===== src/rtl/product_bcd_converter.sv =====
// Sequential binary-to-BCD converter (double dabble) for the multiplier product.
// Optional 7-segment output enabled with the BCD_SEG7_EN macro.
module product_bcd_converter #(
    parameter int IN_W   = 6,
    parameter int DIGITS = 2
) (
    input  logic                  clk,
    input  logic                  rst,
    input  logic                  in_valid,
    output logic                  in_ready,
    input  logic [IN_W-1:0]       bin_in,
    output logic                  out_valid,
    input  logic                  out_ready,
    output logic [4*DIGITS-1:0]   bcd_out,
`ifdef BCD_SEG7_EN
    output logic [7*DIGITS-1:0]   seg_out,
`endif
    output logic                  busy
);

    localparam int BCD_W = 4 * DIGITS;
    localparam int W     = BCD_W + IN_W;
    localparam int CNT_W = $clog2(IN_W + 1);

    if (IN_W < 2) begin : g_bad_in_w
        $error("product_bcd_converter: IN_W must be >= 2");
    end
    if (10**DIGITS <= 2**IN_W - 1) begin : g_bad_digits
        $error("product_bcd_converter: DIGITS too small for IN_W");
    end

    typedef enum logic [1:0] {
        IDLE  = 2'd0,
        SHIFT = 2'd1,
        DONE  = 2'd2
    } state_t;

    state_t            state_q, state_d;
    logic [CNT_W-1:0]  cnt_q, cnt_d;
    logic [W-1:0]      sr_q, sr_d;
    logic [W-1:0]      adj;
    logic [W-1:0]      shifted;
    logic [BCD_W-1:0]  bcd_q, bcd_d;

`ifdef BCD_SEG7_EN
    logic [7*DIGITS-1:0] seg_q, seg_d;

    function automatic logic [6:0] seg7(input logic [3:0] d);
        logic [6:0] s;
        case (d)
            4'd0:    s = 7'b0111111;
            4'd1:    s = 7'b0000110;
            4'd2:    s = 7'b1011011;
            4'd3:    s = 7'b1001111;
            4'd4:    s = 7'b1100110;
            4'd5:    s = 7'b1101101;
            4'd6:    s = 7'b1111101;
            4'd7:    s = 7'b0000111;
            4'd8:    s = 7'b1111111;
            4'd9:    s = 7'b1101111;
            default: s = 7'b0000000;
        endcase
        return s;
    endfunction
`endif

    // Digits sit above the binary field; adjust is done on the full width so
    // nothing falls off the top digit before the shift.
    always_comb begin
        adj = sr_q;
        for (int i = 0; i < DIGITS; i++) begin
            if (sr_q[IN_W+4*i +: 4] >= 4'd5)
                adj[IN_W+4*i +: 4] = sr_q[IN_W+4*i +: 4] + 4'd3;
        end
        shifted = adj << 1;
    end

    always_comb begin
        state_d = state_q;
        cnt_d   = cnt_q;
        sr_d    = sr_q;
        bcd_d   = bcd_q;
`ifdef BCD_SEG7_EN
        seg_d   = seg_q;
`endif
        case (state_q)
            IDLE: begin
                if (in_valid) begin
                    sr_d    = {{BCD_W{1'b0}}, bin_in};
                    cnt_d   = CNT_W'(IN_W);
                    state_d = SHIFT;
                end
            end
            SHIFT: begin
                sr_d  = shifted;
                cnt_d = cnt_q - 1'b1;
                if (cnt_q == CNT_W'(1)) begin
                    state_d = DONE;
                    bcd_d   = shifted[W-1 -: BCD_W];
`ifdef BCD_SEG7_EN
                    for (int i = 0; i < DIGITS; i++)
                        seg_d[7*i +: 7] = seg7(shifted[IN_W+4*i +: 4]);
`endif
                end
            end
            DONE: begin
                // Result registers clear on the handshake so outputs read 0 when not valid.
                if (out_ready) begin
                    state_d = IDLE;
                    bcd_d   = '0;
`ifdef BCD_SEG7_EN
                    seg_d   = '0;
`endif
                end
            end
            default: state_d = IDLE;
        endcase
    end

    always_ff @(posedge clk or posedge rst) begin
        if (rst) begin
            state_q <= IDLE;
            cnt_q   <= '0;
            sr_q    <= '0;
            bcd_q   <= '0;
`ifdef BCD_SEG7_EN
            seg_q   <= '0;
`endif
        end else begin
            state_q <= state_d;
            cnt_q   <= cnt_d;
            sr_q    <= sr_d;
            bcd_q   <= bcd_d;
`ifdef BCD_SEG7_EN
            seg_q   <= seg_d;
`endif
        end
    end

    assign in_ready  = (state_q == IDLE);
    assign busy      = (state_q == SHIFT);
    assign out_valid = (state_q == DONE);
    assign bcd_out   = bcd_q;
`ifdef BCD_SEG7_EN
    assign seg_out   = seg_q;
`endif

endmodule


===== config.mk =====
export PLATFORM = sky130hd
export DESIGN_NAME = product_bcd_converter
export DESIGN_NICKNAME = d
export VERILOG_FILES = /design/src/rtl/product_bcd_converter.sv
export SDC_FILE = /design/constraint.sdc
export NUM_CORES = 1
export LEC_CHECK = 0
export CORE_ASPECT_RATIO = 0.75
export CORE_UTILIZATION = 45
export DETAILED_ROUTE_END_ITERATION = 12
export PLACE_DENSITY_LB_ADDON = 0.12
export SLEW_MARGIN = 30
export SYNTH_ARGS = -nofsm -noshare
export SYNTH_HDL_FRONTEND = slang
export SYNTH_SLANG_ARGS = --single-unit

===== constraint.sdc =====
create_clock -name clk -period 3.3 [get_ports clk]
set_input_delay 0.825 -clock clk [delete_from_list [all_inputs] [get_ports clk]]
set_output_delay 0.825 -clock clk [all_outputs]
set_load 0.02 [all_outputs]

== Word level (Yosys, flattened, before mapping) ==
Index checks and enable logic that the tools add are counted.
Storage, ports and cells
  word-level logic and storage cells: 34
  output and inout bits: 11
  input bits: 10
  bits in registers: 27
Cells by class
  multiplexer cells: 13
  magnitude comparators: 2
  eq/ne operators: 6
  add/subtract/negate cells: 3
  reductions and logical operators: 6
Operators by type and width (count)
  $pmux W14 S2: 1
  $mux W8: 2
  $pmux W8 S2: 1
  $mux W14: 1
  $ge A4 B3 Y1 const B: 2
  $mux W2: 3
  $mux W3: 2
  $pmux W2 S3: 1
  $pmux W3 S2: 1
  $reduce_and A3 Y1: 2
  $add A4 B2 Y4 const B: 1
  $mux W4: 1
  $ne A2 B1 Y1 const B: 2
  $reduce_bool A2 Y1: 2
  $add A3 B2 Y3 const B: 1
  $eq A3 B1 Y1 const B: 1
  $sub A3 B1 Y3 const B: 1
  $eq A2 B1 Y1 const B: 1
  $eq A2 B2 Y1 const B: 1
  $logic_not A2 Y1: 1
  $ne A2 B2 Y1 const B: 1
  $reduce_and A2 Y1: 1

== Longest topological paths before layout ==
Gate-level depths: netlist (run 1).
  depth after elaboration: 4
  depth in mapped cells: 7
  gate-level depth less buffers: 6

== Worst setup path after synthesis (run 1) ==
Ideal clock, no wire load.
  kind: register to output
  start: register state_q[0]
  end: output in_ready
  path slack: 1.502 ns
  required time: 2.475 ns
  arrival: 0.973 ns
  cell stages (with the launch flop): 3
  buffers on the path: 1
  cells stage by stage: dfrtp_1 -> clkbuf_1 -> nor2_1
Between the ends
  longest elaborated chain between the ends: 1
Ends and longest elaborated chain
  from (decl): line 38  | state_t state_q, state_d;
  from (signal assigned): line 130  | state_q <= state_d;
  $logic_not A2 Y1: line 140  | assign in_ready = (state_q == IDLE);
  to (decl): line 10  | output logic in_ready,
No other way between the ends.

== Worst setup path after layout (run 1) ==
  start: register state_q[0]
  end: output out_valid
Between the ends
  longest elaborated chain between the ends: 1
Ends and longest elaborated chain
  $eq A2 B2 Y1: line 142  | assign out_valid = (state_q == DONE);
  to (decl): line 12  | output logic out_valid,
No other way between the ends.

==> results.md, run 1 <==
- The run finished with clean final reports.
- The worst path needs between 2000 and 3000 ps of the cycle, external delays included.
- OpenSTA, run right after detailed placement, puts the worst setup slack at ~850 ps.
- Derived from the worst setup path, the maximum achievable clock frequency is 0.363 GHz.
- The clock reaches the later pin of the worst-skew pair after 280 ps.
- Setup violations remaining at the end of the flow were counted as 0.
- Summing every instance area after synthesis gives 1320 µm².
- Measured against its own limit, the worst slew margin works out to about half.
- For this configuration, the core starts out at a cell density of 48.8%.
- The endpoint class of the critical path is a primary output.
- After clock tree synthesis, the flow added hold-fix buffers numbering 0.
- The filler cell count in the final layout is 233.
- The final worst-path cycle share is 83.6%.
- The number of nets in the synthesized netlist is 140.
- The maximum number of pins on one net before global-route repair is 28.
- After synthesis, the netlist uses 29 different library cells.
- The wire length of the first global-routing pass is 4600 µm.
- In this run the tool buffered the top-level ports with 20 buffer cells.
- The kind of start point of the critical path is a flip-flop.
- In the routed design, unresolved DRC markers number 0.
- The floorplan step set the die height to 48.9 µm.
- From synthesis to final layout, the design area changed by 21.4%.
- The top-level port count is 21.
- The yosys synthesis warning count is 0.
- The clock arrives with around 14 ps of skew.
- The core area is about 2700 µm².
- The source of the critical timing path is state_q[0]$_DFFE_PP0P_.
- Post-CTS repair changed the size of 0 cells.
- The number of sinks on the clock net is 27.
- The register area is 676 µm².
- The synthesized design contains 27 register bits.
- The path class of the tightest hold or removal check is reg -> reg.
- The final route contains 983 vias.
- The routability congestion estimate from global placement is 0.778.
- The maximum vdd drop is about 0.55 mV.
- By startpoint and endpoint, the worst setup path is classified as reg -> out.
- The average wire per cell in the routed design is 14.4 µm.
- For the pin with the worst max-slew slack, the measured transition is 742 ps.
- The critical path data arrival time is 1930 ps.
- The remaining antenna violation count is 0.
- 0 antenna diodes ended up in the layout.
- The all-layer global routing usage is 19.7%.
- The max-slew violation count is 0.
- The final hold violation count was 0.
- The gate count after technology mapping is 124.
- TritonCTS built the clock tree.
- Of the cells placed in the final design, the portion with a size suffix greater than 1 is between 7 and 8%.
- The power per cell area is 943 nW/µm².
- The initial antenna violation count is 0.
- The startpoint identified for the worst hold timing path is sr_q[1]$_DFFE_PP0P_.
- The signal on the critical path passes through nor2b_1 > clkdlybuf4s50_1.
- In this run the number of H-tree levels came out at 1.
- In this run, placement finished with an instance count of between 150 and 200.
- The floorplan step set the die width to 64.5 µm.
- The number of iterations in the first detailed-routing pass is 4.
- The multi-input combinational cells in the finished layout cover a total of between 500 and 600 µm².
- In this run the worst path has a maximum fanout of 16.
- The die covers 3150 µm².
- The delay contributed by the slowest stage of the critical path is 680 ps.
- The sum of overflow across all layers after global routing is 0.
- Setup repair after global routing left no endpoint under its margin.
- The cell with the biggest individual delay on the critical path is sky130_fd_sc_hd__clkdlybuf4s50_1.
- The via count of the first global-routing pass is 927.
- After synthesis, the mean cell area works out to 10.6 µm².
- The sequential-to-total area share from yosys stat is 51.2%.
- No sink is reached through more buffers than the 2 on the longest clock path.
- The number of max-cap violations is 0.
- After detailed routing, the number of vias per cell comes to about 5.4.
- The first routing iteration left 73 violations.
- The placed wire-length estimate after detailed placement is about 1900 µm.
- The count of standard-cell rows is 16.
- After layout, the worst setup slack is about 540 ps.
- The worst register-to-register path begins at state_q[0]$_DFFE_PP0P_.
- The clock-pin transition on the worst setup and hold timing paths is 100 ps.
- In this run the static leakage power is 0.724 nW.
- The CTS buffer count is 3.
- Once layout is complete, the cells apart from fillers number 182.
- Setup total negative slack on the finished layout was measured at 0 ps.
- The CTS root buffer is sky130_fd_sc_hd__clkbuf_8.
- Buffers added to address setup during post-CTS repair amount to 0.
- The required time of the worst setup path is ~2500 ps.
- The final layout contains between 150 and 200 nets.
- After detailed routing, the total wire length is 2630 µm.
metrics by stage:
step / instance area (µm²) / hold slack [ps] / total power, W / util (%)
2_1_floorplan: 1320 / 450 / 0.00108 / -
3_3_place_gp: 1550 / 464 / 0.00129 / 57.5
3_5_place_dp: 1550 / 473 / 0.00132 / 57.5
4_1_cts: 1600 / 496 / 0.00152 / 59.3
5_1_grt: 1600 / 513 / 0.00164 / 59.3
6_report: 1600 / 493 / 0.00151 / 59.3
flip-flops by register name, indices dropped and copies added, names as in the netlist:
signal,cells
sr_q,14
cnt_q,3
bcd_out,8
state_q,2
area by class of cell:
cell class | instances | share of cell area (%)
Sequential cell | 27 | 42.2
Multi-Input combinational cell | 86 | 37.0
Timing Repair Buffer | 21 | 13.0
Tap cell | 36 | 2.81
Clock buffer | 3 | 2.58
Inverter | 8 | 2.03
Clock inverter | 1 | 0.469
power by group:
group / switching, W / total [W] / internal (W)
Clock: 0.000107 / 0.000193 / 0.0000859
Combinational: 0.000379 / 0.000723 / 0.000343
Sequential: 0.000124 / 0.000595 / 0.000470
Total: 0.000610 / 0.00151 / 0.000900
per-layer routing:
metal	up-vias	share of wire, %	track usage, %
met2	18	45	28.8
met3	5	4.8	4.44
met4	0	1.3	6.67
met5	-	0	0
met1	474	49	28.8
li1	486	-	-
logic make-up after synthesis:
kind of cell    after synthesis  share of synthesized area, %
simple gates                 35                          15.8
buf+inv                      11                          3.89
compound gates               42                          21.3
fa+ha+maj                     6                          5.69
flops                        27                          51.2
mux                           1                         0.759
xor+xnor                      2                          1.33
synthesized netlist by cell type:
cell	n	share of area, %
sky130_fd_sc_hd__dfrtp_1	27	51
sky130_fd_sc_hd__a21oi_1	13	4.9
sky130_fd_sc_hd__nand2_1	13	3.7
sky130_fd_sc_hd__o21ai_0	13	4.9
sky130_fd_sc_hd__a22o_1	8	5.3
sky130_fd_sc_hd__inv_1	7	2.0
sky130_fd_sc_hd__ha_1	6	5.7
sky130_fd_sc_hd__and3b_1	5	3.3
sky130_fd_sc_hd__nand2b_1	4	1.9
sky130_fd_sc_hd__a32o_1	3	2.3
sky130_fd_sc_hd__nor2b_1	3	1.4
sky130_fd_sc_hd__clkbuf_1	2	0.57
sky130_fd_sc_hd__nor3_1	2	0.76
sky130_fd_sc_hd__nor3b_1	2	1.1
sky130_fd_sc_hd__xnor2_1	2	1.3
sky130_fd_sc_hd__a21oi_4	1	1.2
sky130_fd_sc_hd__a22oi_1	1	0.57
sky130_fd_sc_hd__a31oi_1	1	0.47
sky130_fd_sc_hd__and2_4	1	0.66
sky130_fd_sc_hd__buf_6	1	0.85
sky130_fd_sc_hd__inv_4	1	0.47
sky130_fd_sc_hd__mux2i_1	1	0.76
sky130_fd_sc_hd__nand2b_4	1	1.0
sky130_fd_sc_hd__nand3_1	1	0.38
sky130_fd_sc_hd__nand3b_1	1	0.57
sky130_fd_sc_hd__nor2_1	1	0.28
sky130_fd_sc_hd__o21bai_2	1	0.85
sky130_fd_sc_hd__o2bb2ai_1	1	0.66
sky130_fd_sc_hd__or3b_2	1	0.66
critical path: cells and delay by family, from the launching register on:
kind | cells | cell delay [ps]
buf+inv | 1 | 680
flops | 1 | 570
simple gates | 1 | 410
worst paths after layout:
| path | endpoint | slack, ps | cells past startpoint |
|---|---|---|---|
| setup reg to reg | cnt_q[2]$_DFFE_PP0P_ | 1630 | 3 |
| setup / recovery | out_valid | 540 | 2 |
| min in group asynchronous | sr_q[3]$_DFFE_PP0P_ | 890 | 3 |
| max in group asynchronous | bcd_out[6]$_DFFE_PP0P_ | 2140 | 3 |
| hold / removal | sr_q[1]$_DFFE_PP0P_ | 490 | 2 |
| hold reg to reg | sr_q[1]$_DFFE_PP0P_ | 490 | 2 |
cells in the final DEF, fill, tap and decap left out, types with 4 or more instances in the layout:
master	n
sky130_fd_sc_hd__dfrtp_1	27
sky130_fd_sc_hd__clkdlybuf4s50_1	20
sky130_fd_sc_hd__a21oi_1	13
sky130_fd_sc_hd__nand2_1	13
sky130_fd_sc_hd__o21ai_0	13
sky130_fd_sc_hd__a22o_1	8
sky130_fd_sc_hd__inv_1	7
sky130_fd_sc_hd__ha_1	6
sky130_fd_sc_hd__and3b_1	5
sky130_fd_sc_hd__nand2b_1	4
(Power assumes the default switching activity.)
==> inputs of run 2 (changes only) <==
==> constraint.sdc (replaced) <==
create_clock -name clk -period 2.6 [get_ports clk]
set_input_delay 0.65 -clock clk [delete_from_list [all_inputs] [get_ports clk]]
set_output_delay 0.65 -clock clk [all_outputs]
set_load 0.02 [all_outputs]
==> run 2 against run 1 <==
- worst setup slack worse by 450 ps
- largest power group unchanged
- global-route usage down 0.16 points
- clock-buffer cell count unchanged
- non-clock buffer count up 2
- sequential cell count unchanged
- largest cell class unchanged
- die area unchanged
- sequential power up 28%
- via count down 0.31%
- first-iteration DRC count down 14%
- critical endpoint is now busy
==> results.md, run 2 (synthesis gave the netlist of run 1 again) <==
- The top-level port count was 21 (unchanged).
- The total inserted antenna cells is 0 (unchanged).
- The height of the die came to 48.9 µm (unchanged).
- The vias after detailed routing is 980 (was 983).
- The number of max-cap violations is 0 (unchanged).
- The number of iterations in the first detailed-routing pass was 4 (unchanged).
- Status: finished clean (unchanged).
- The buffers inserted during post-CTS setup optimization is 0 (unchanged).
- The maximum clock frequency is around 0.40 GHz.
- The tightest slew margin relative to the limit was 65.4% (was 50.5%).
- The total number of nets in the final design is 165 (was 163).
- The endpoint class of the critical path is a primary output (unchanged).
- The depth of the worst register-to-register path is 6 (was 3).
- The final hold violation count is 0 (unchanged).
- The via count of the first global-routing pass was 909 (was 927).
- The count of standard-cell rows came to 16 (unchanged).
- The worst-case hold path end point is sr_q[4]$_DFFE_PP0P_ (was sr_q[1]$_DFFE_PP0P_).
- The setup slack on the worst flop-to-flop path is 1000 ps (was 1630 ps).
- The final worst setup slack was 95.9 ps (was 542 ps).
- The clock insertion delay at the later pin of the skew report is 290 ps (was 280 ps).
- The routability congestion estimate from global placement is 0.779 (was 0.778).
- The kind of start point of the critical path was a flip-flop (unchanged).
- Setup repair after global routing missed its margin: false (unchanged).
- The post-cts hold buffer count came to 0 (unchanged).
- Highest-count cells in the layout ignoring fill and taps: 27 x sky130_fd_sc_hd__dfrtp_1, 20 x sky130_fd_sc_hd__clkdlybuf4s50_1, 13 x sky130_fd_sc_hd__a21oi_1, 13 x sky130_fd_sc_hd__nand2_1, 13 x sky130_fd_sc_hd__o21ai_0 (unchanged).
- The number of sinks on the clock net was 27 (unchanged).
- The share of post-route cells with drive strength above 1 is 8.78% (was 7.53%).
- The filler cell count in the final layout is 238 (was 233).
- The post-layout total power is 0.00194 W (was 0.00151 W).
- The number of gates given a new drive strength after cts is 0 (unchanged).
- The type of the worst setup path is reg -> out (unchanged).
- The worst-path maximum fanout is 16 (unchanged).
- The count of endpoints failing setup in the final report is 0 (unchanged).
- The core occupancy in the finished layout was 59.8% (was 59.3%).
- The number of cells on the worst hold path was 2 (unchanged).
- The all-layer global routing usage is 19.5% (was 19.7%).
- The most common library cell in the layout ignoring fill and taps is sky130_fd_sc_hd__dfrtp_1 (unchanged).
- The standby leakage power is 0.735 nW (was 0.724 nW).
- The width of the die is 64.5 µm (unchanged).
- The total negative slack for setup checks was 0 ps (unchanged).
- The required time of the worst setup path came to 1950 ps (was 2470 ps).
- The core area was 2700 µm² (unchanged).
- The critical hold path startpoint is sr_q[4]$_DFFE_PP0P_ (was sr_q[1]$_DFFE_PP0P_).
- The H-tree depth reported by CTS is 1 (unchanged).
- The worst-case clock buffer depth is 2 (unchanged).
- The number of flip-flops in the largest register is 14 (unchanged).
- The clock tree skew after final layout is 10.7 ps (was 14.1 ps).
- The wire length of the first global-routing pass is 4530 µm (was 4600 µm).
- The endpoint of the worst-slack reg-to-reg timing path is sr_q[12]$_DFFE_PP0P_ (was cnt_q[2]$_DFFE_PP0P_).
- The die footprint is 3150 µm² (unchanged).
- The clock-pin transition on the worst setup and hold timing paths is 100 ps (about the same).
- The via count normalized by instance count came to 5.33 (was 5.40).
- The count of port buffers added during placement came to 20 (unchanged).
- The transition time at the pin with the least slew margin is 520 ps (was 742 ps).
- The effective utilization at floorplan is 48.8% (unchanged).
- The maximum number of pins on one net before global-route repair is 28 (unchanged).
- The average wire per cell in the routed design is 14.9 µm (was 14.4 µm).
- The critical path data arrival time came to 1850 ps (was 1930 ps).
- The maximum vdd drop came to 0.685 mV (was 0.546 mV).
- The CTS root buffer is sky130_fd_sc_hd__clkbuf_8 (unchanged).
- The largest register by flop count is sr_q (unchanged).
- The launching point of the worst reg2reg path is sr_q[10]$_DFFE_PP0P_ (was state_q[0]$_DFFE_PP0P_).
- The worst setup slack before clock tree synthesis was 441 ps (was 849 ps).
- The CTS buffer count came to 3 (unchanged).
- The path type of the worst min-delay path is reg -> reg (unchanged).
- The detailed-route DRC error count is 0 (unchanged).
- The power per cell area is 1200 nW/µm² (was 943 nW/µm²).
- The sum of overflow across all layers after global routing is 0 (unchanged).
- The max-slew violation count was 0 (unchanged).
- The remaining antenna violation count is 0 (unchanged).
- The initial antenna violation count is 0 (unchanged).
- Of the available clock period, the critical path in the final layout requires 96.3%.
- The total length of routed wires was 2740 µm (was 2630 µm).
- The number of DRC markers in iteration 0 is 63 (was 73).
- The placed wire-length estimate after detailed placement was 1900 µm (was 1880 µm).
- The TritonCTS clock tree was done (unchanged).
- The clock period minus worst slack is 2500 ps.
- The area added between synthesis and finish is 22.6% (was 21.4%).
==> run 2: cell types whose count changed in the layout (fill, tap and decap cells not counted) <==
cell / change
sky130_fd_sc_hd__buf_4: +2
==> run 2: critical path, cell delays in order (launching register included) <==
cell,delay [ps]
sky130_fd_sc_hd__dfrtp_1,680
sky130_fd_sc_hd__nand2b_4,140
sky130_fd_sc_hd__inv_4,140
sky130_fd_sc_hd__clkdlybuf4s50_1,610
==> run 2: area by class of cell <==
type	instances	area, µm²	area share (%)
clock buffers	3	41.3	2.55
clock inverters	1	7.51	0.464
inverters	8	32.5	2.01
multi-input cells	86	592	36.6
flip-flops and latches	27	676	41.8
well taps	36	45.0	2.79
repair buffers	23	223	13.8
==> run 2: worst max-delay path by stage <==
stage               end                   start  slack, ps  depth (start not counted)
2_1_floorplan  in_ready  state_q[0]$_DFFE_PP0P_        980                          2
3_3_place_gp       busy  state_q[0]$_DFFE_PP0P_        460                          3
3_5_place_dp       busy  state_q[0]$_DFFE_PP0P_        440                          3
4_1_cts            busy  state_q[0]$_DFFE_PP0P_        130                          3
5_1_grt            busy  state_q[0]$_DFFE_PP0P_          5                          3
6_report           busy  state_q[0]$_DFFE_PP0P_        100                          3
==> run 2: where the power goes <==
part           internal [W]  switching [W]
Sequential         0.000597       0.000165
Clock              0.000109       0.000141
Combinational      0.000444       0.000481
Total               0.00115       0.000788
==> run 2: stage by stage <==
step | hold WS (ps) | area [µm²] | cells
3_3_place_gp | 466 | 1570 | 180
2_1_floorplan | 450 | 1320 | 124
5_1_grt | 541 | 1620 | 184
3_5_place_dp | 482 | 1570 | 180
6_report | 494 | 1620 | 184
4_1_cts | 505 | 1620 | 184
==> run 2: routing by layer <==
metal  part of all wire (%)  GRT usage (%)  vias to the layer above
met3                    3.3           4.91                        5
met1                     53           29.4                      469
met2                     42           26.7                       16
met5                      0              0                        -
li1                       -              -                      490
met4                    1.6           7.41                        0
==> patch, RTL diff (flow settings as in run 2) <==
`sr_q` no longer has a reset.
--- a/src/rtl/product_bcd_converter.sv
+++ b/src/rtl/product_bcd_converter.sv
@@ -121,7 +121,6 @@
         if (rst) begin
             state_q <= IDLE;
             cnt_q   <= '0;
-            sr_q    <= '0;
             bcd_q   <= '0;
 `ifdef BCD_SEG7_EN
             seg_q   <= '0;
@@ -129,12 +128,15 @@
         end else begin
             state_q <= state_d;
             cnt_q   <= cnt_d;
-            sr_q    <= sr_d;
             bcd_q   <= bcd_d;
 `ifdef BCD_SEG7_EN
             seg_q   <= seg_d;
 `endif
         end
+    end
+
+    always_ff @(posedge clk) begin
+        sr_q <= sr_d;
     end
 
     assign in_ready  = (state_q == IDLE);
Formal check against the unedited RTL: same outputs for any inputs over 10 cycles, from zero or initial values and one cycle with rst high; that may be too few to reach the edited logic, so the function may still have changed.
==> patch against run 2 <==
Sequential cell count unchanged. Register-to-register slack got worse by 90 ps. Power increased by 0.92%. Non-clock buffer count decreased by 2. Sequential share of layout area increased by 6.4 points. Critical path depth unchanged. Synthesized area decreased by 5.3%. Setup slack improved by 150 ps. Routed wire length decreased by 13%. Final area decreased by 4.3%. Largest cell class unchanged. Highest routed layer unchanged.
==> patch: results (changes against run 2) <==
| Metric | Value |
|---|---|
| EDFF count, synth | 14 (+14) |
| Normalized max-slew margin | 0.645 (-0.00806) |
| Total GRT Usage | 0.167 (-0.0282) |
| Worst Hold Path Cells | 1 (-1) |
| Share of cells above drive strength 1 | 0.0827 (-0.00513) |
| Non-clock buffer share | 0.134 (-0.00347) |
| Seq/Total Area, Yosys | 0.597 (+0.0849) |
| Mapped Cells | 110 (-11%) |
| Pre-CTS setup slack | 342 ps (-98.9 ps) |
| DR WL/cell | 14.1 um (-5.6%) |
| Run status | complete, no violations |
| CP max FO | 13 (-3) |
| Inverters | 9 (+1) |
| CTS H-Tree Depth | 1 (unchanged) |
| Synthesis-to-layout area growth | 23.8% |
| # port buffers | 20 (unchanged) |
| Met1 wire length | 1100 um (-24%) |
| Top post-synthesis cells by area | edfxtp_1, dfrtp_1, ha_1, nand2_1, o2bb2ai_1 |
| Post-synth net total | 126 (-10%) |
| Final HPWL DP | 1720 um (-9.7%) |
| FFs & Latches | 27 (unchanged) |
| Largest net degree at the start of global routing | 18 (-36%) |
| #MultiIn Comb | 72 (-16%) |
| ClkCell Share | 0.0299 (-0.000250) |
| Nets@finish | 150 (-9.1%) |
| Synth Flop Type | edfxtp_1 |
| Routed length on met2 | 1180 um (+1.8%) |
| Peak supply drop | 0.546 mV (-20%) |
| Asr flop ratio synth | 0.481 (-0.519) |
| Met3 Routed Length | 70 um (-22%) |
| Initial DRC count | 19 (-70%) |
| Leak pwr | 0.662 nW (-9.9%) |
| Sequential Area | 746 um^2 (+10%) |
| Bufs w/o clock | 21 (-8.7%) |
| Unique cell type count in the Yosys netlist | 26 (-10%) |
| Multi-input combinational area share | 0.301 (-0.0651) |
| CP max stage delay | 610 ps (-70 ps) |
| Worst Skew | 4.41 ps (-6.27 ps) |
| Placed cell count | 165 (-8.3%) |
| First-pass GRT wire length | 3570 um (-21%) |
| Via-to-Cell Ratio | 5.07 (-4.9%) |
| Commonest cells in the netlist | nand2_1, edfxtp_1, dfrtp_1 |
| GP Congestion | 0.700 (-10%) |
| Filler cell count | 227 (-4.6%) |
| Crit-path slowest cell | clkdlybuf4s50_1 |
| Placed cell areas | 0.00149 mm^2 (-4.8%) |
==> patch: changes by cell type in the layout (fill, tap and decap cells not counted), moves of 3 or more <==
cell	before	now
and2_1	0	3
a32o_1	3	0
nor2_1	1	12
o21ai_0	13	3
a21oi_1	13	8
edfxtp_1	0	14
dfrtp_1	27	13
and3b_1	5	0
o2bb2ai_1	1	6
nand2_1	13	16
a22o_1	8	2
==> patch: layer usage <==
layer | GRT usage | vias to the layer above
met5 | 0 | -
met4 | 0.0558 | 0
met3 | 0.0452 | 4
met2 | 0.270 | 14
met1 | 0.225 | 414
li1 | - | 424
==> patch: worst paths after layout <==
| kind | from | end | slack (ps) |
|---|---|---|---|
| worst max-delay path | state_q[1]$_DFFE_PP0P_ | busy | 250 |
| worst min-delay path | bcd_out[2]$_DFFE_PP0P_ | bcd_out[2]$_DFFE_PP0P_ | 490 |
| worst max register to register | sr_q[6]$_SDFFCE_PN0P_ | bcd_out[2]$_DFFE_PP0P_ | 910 |
| worst min register to register | bcd_out[2]$_DFFE_PP0P_ | bcd_out[2]$_DFFE_PP0P_ | 490 |
| max in group asynchronous | rst | bcd_out[6]$_DFFE_PP0P_ | 1540 |
| min in group asynchronous | rst | bcd_out[1]$_DFFE_PP0P_ | 710 |
==> patch: cell families after synthesis <==
kind of cell / share of synthesized area
and+or+nand+nor: 0.158
DFF: 0.597
AOI/OAI and AO/OA: 0.119
buffers and inverters: 0.0341
adders and majority gates: 0.0601
xor gates and xnor gates: 0.0140
muxes: 0.0170
==> patch: timing repair <==
action | CTS | global route
hold endpoints to repair | 0 | 0
resized for setup | 0 | 2
endpoints found under the setup margin | 0 | 1
==> patch: power by group <==
part	switching (mW)	internal (mW)
Combinational	0.494	0.395
Sequential	0.120	0.713
Clock	0.126	0.107
Total	0.740	1.22
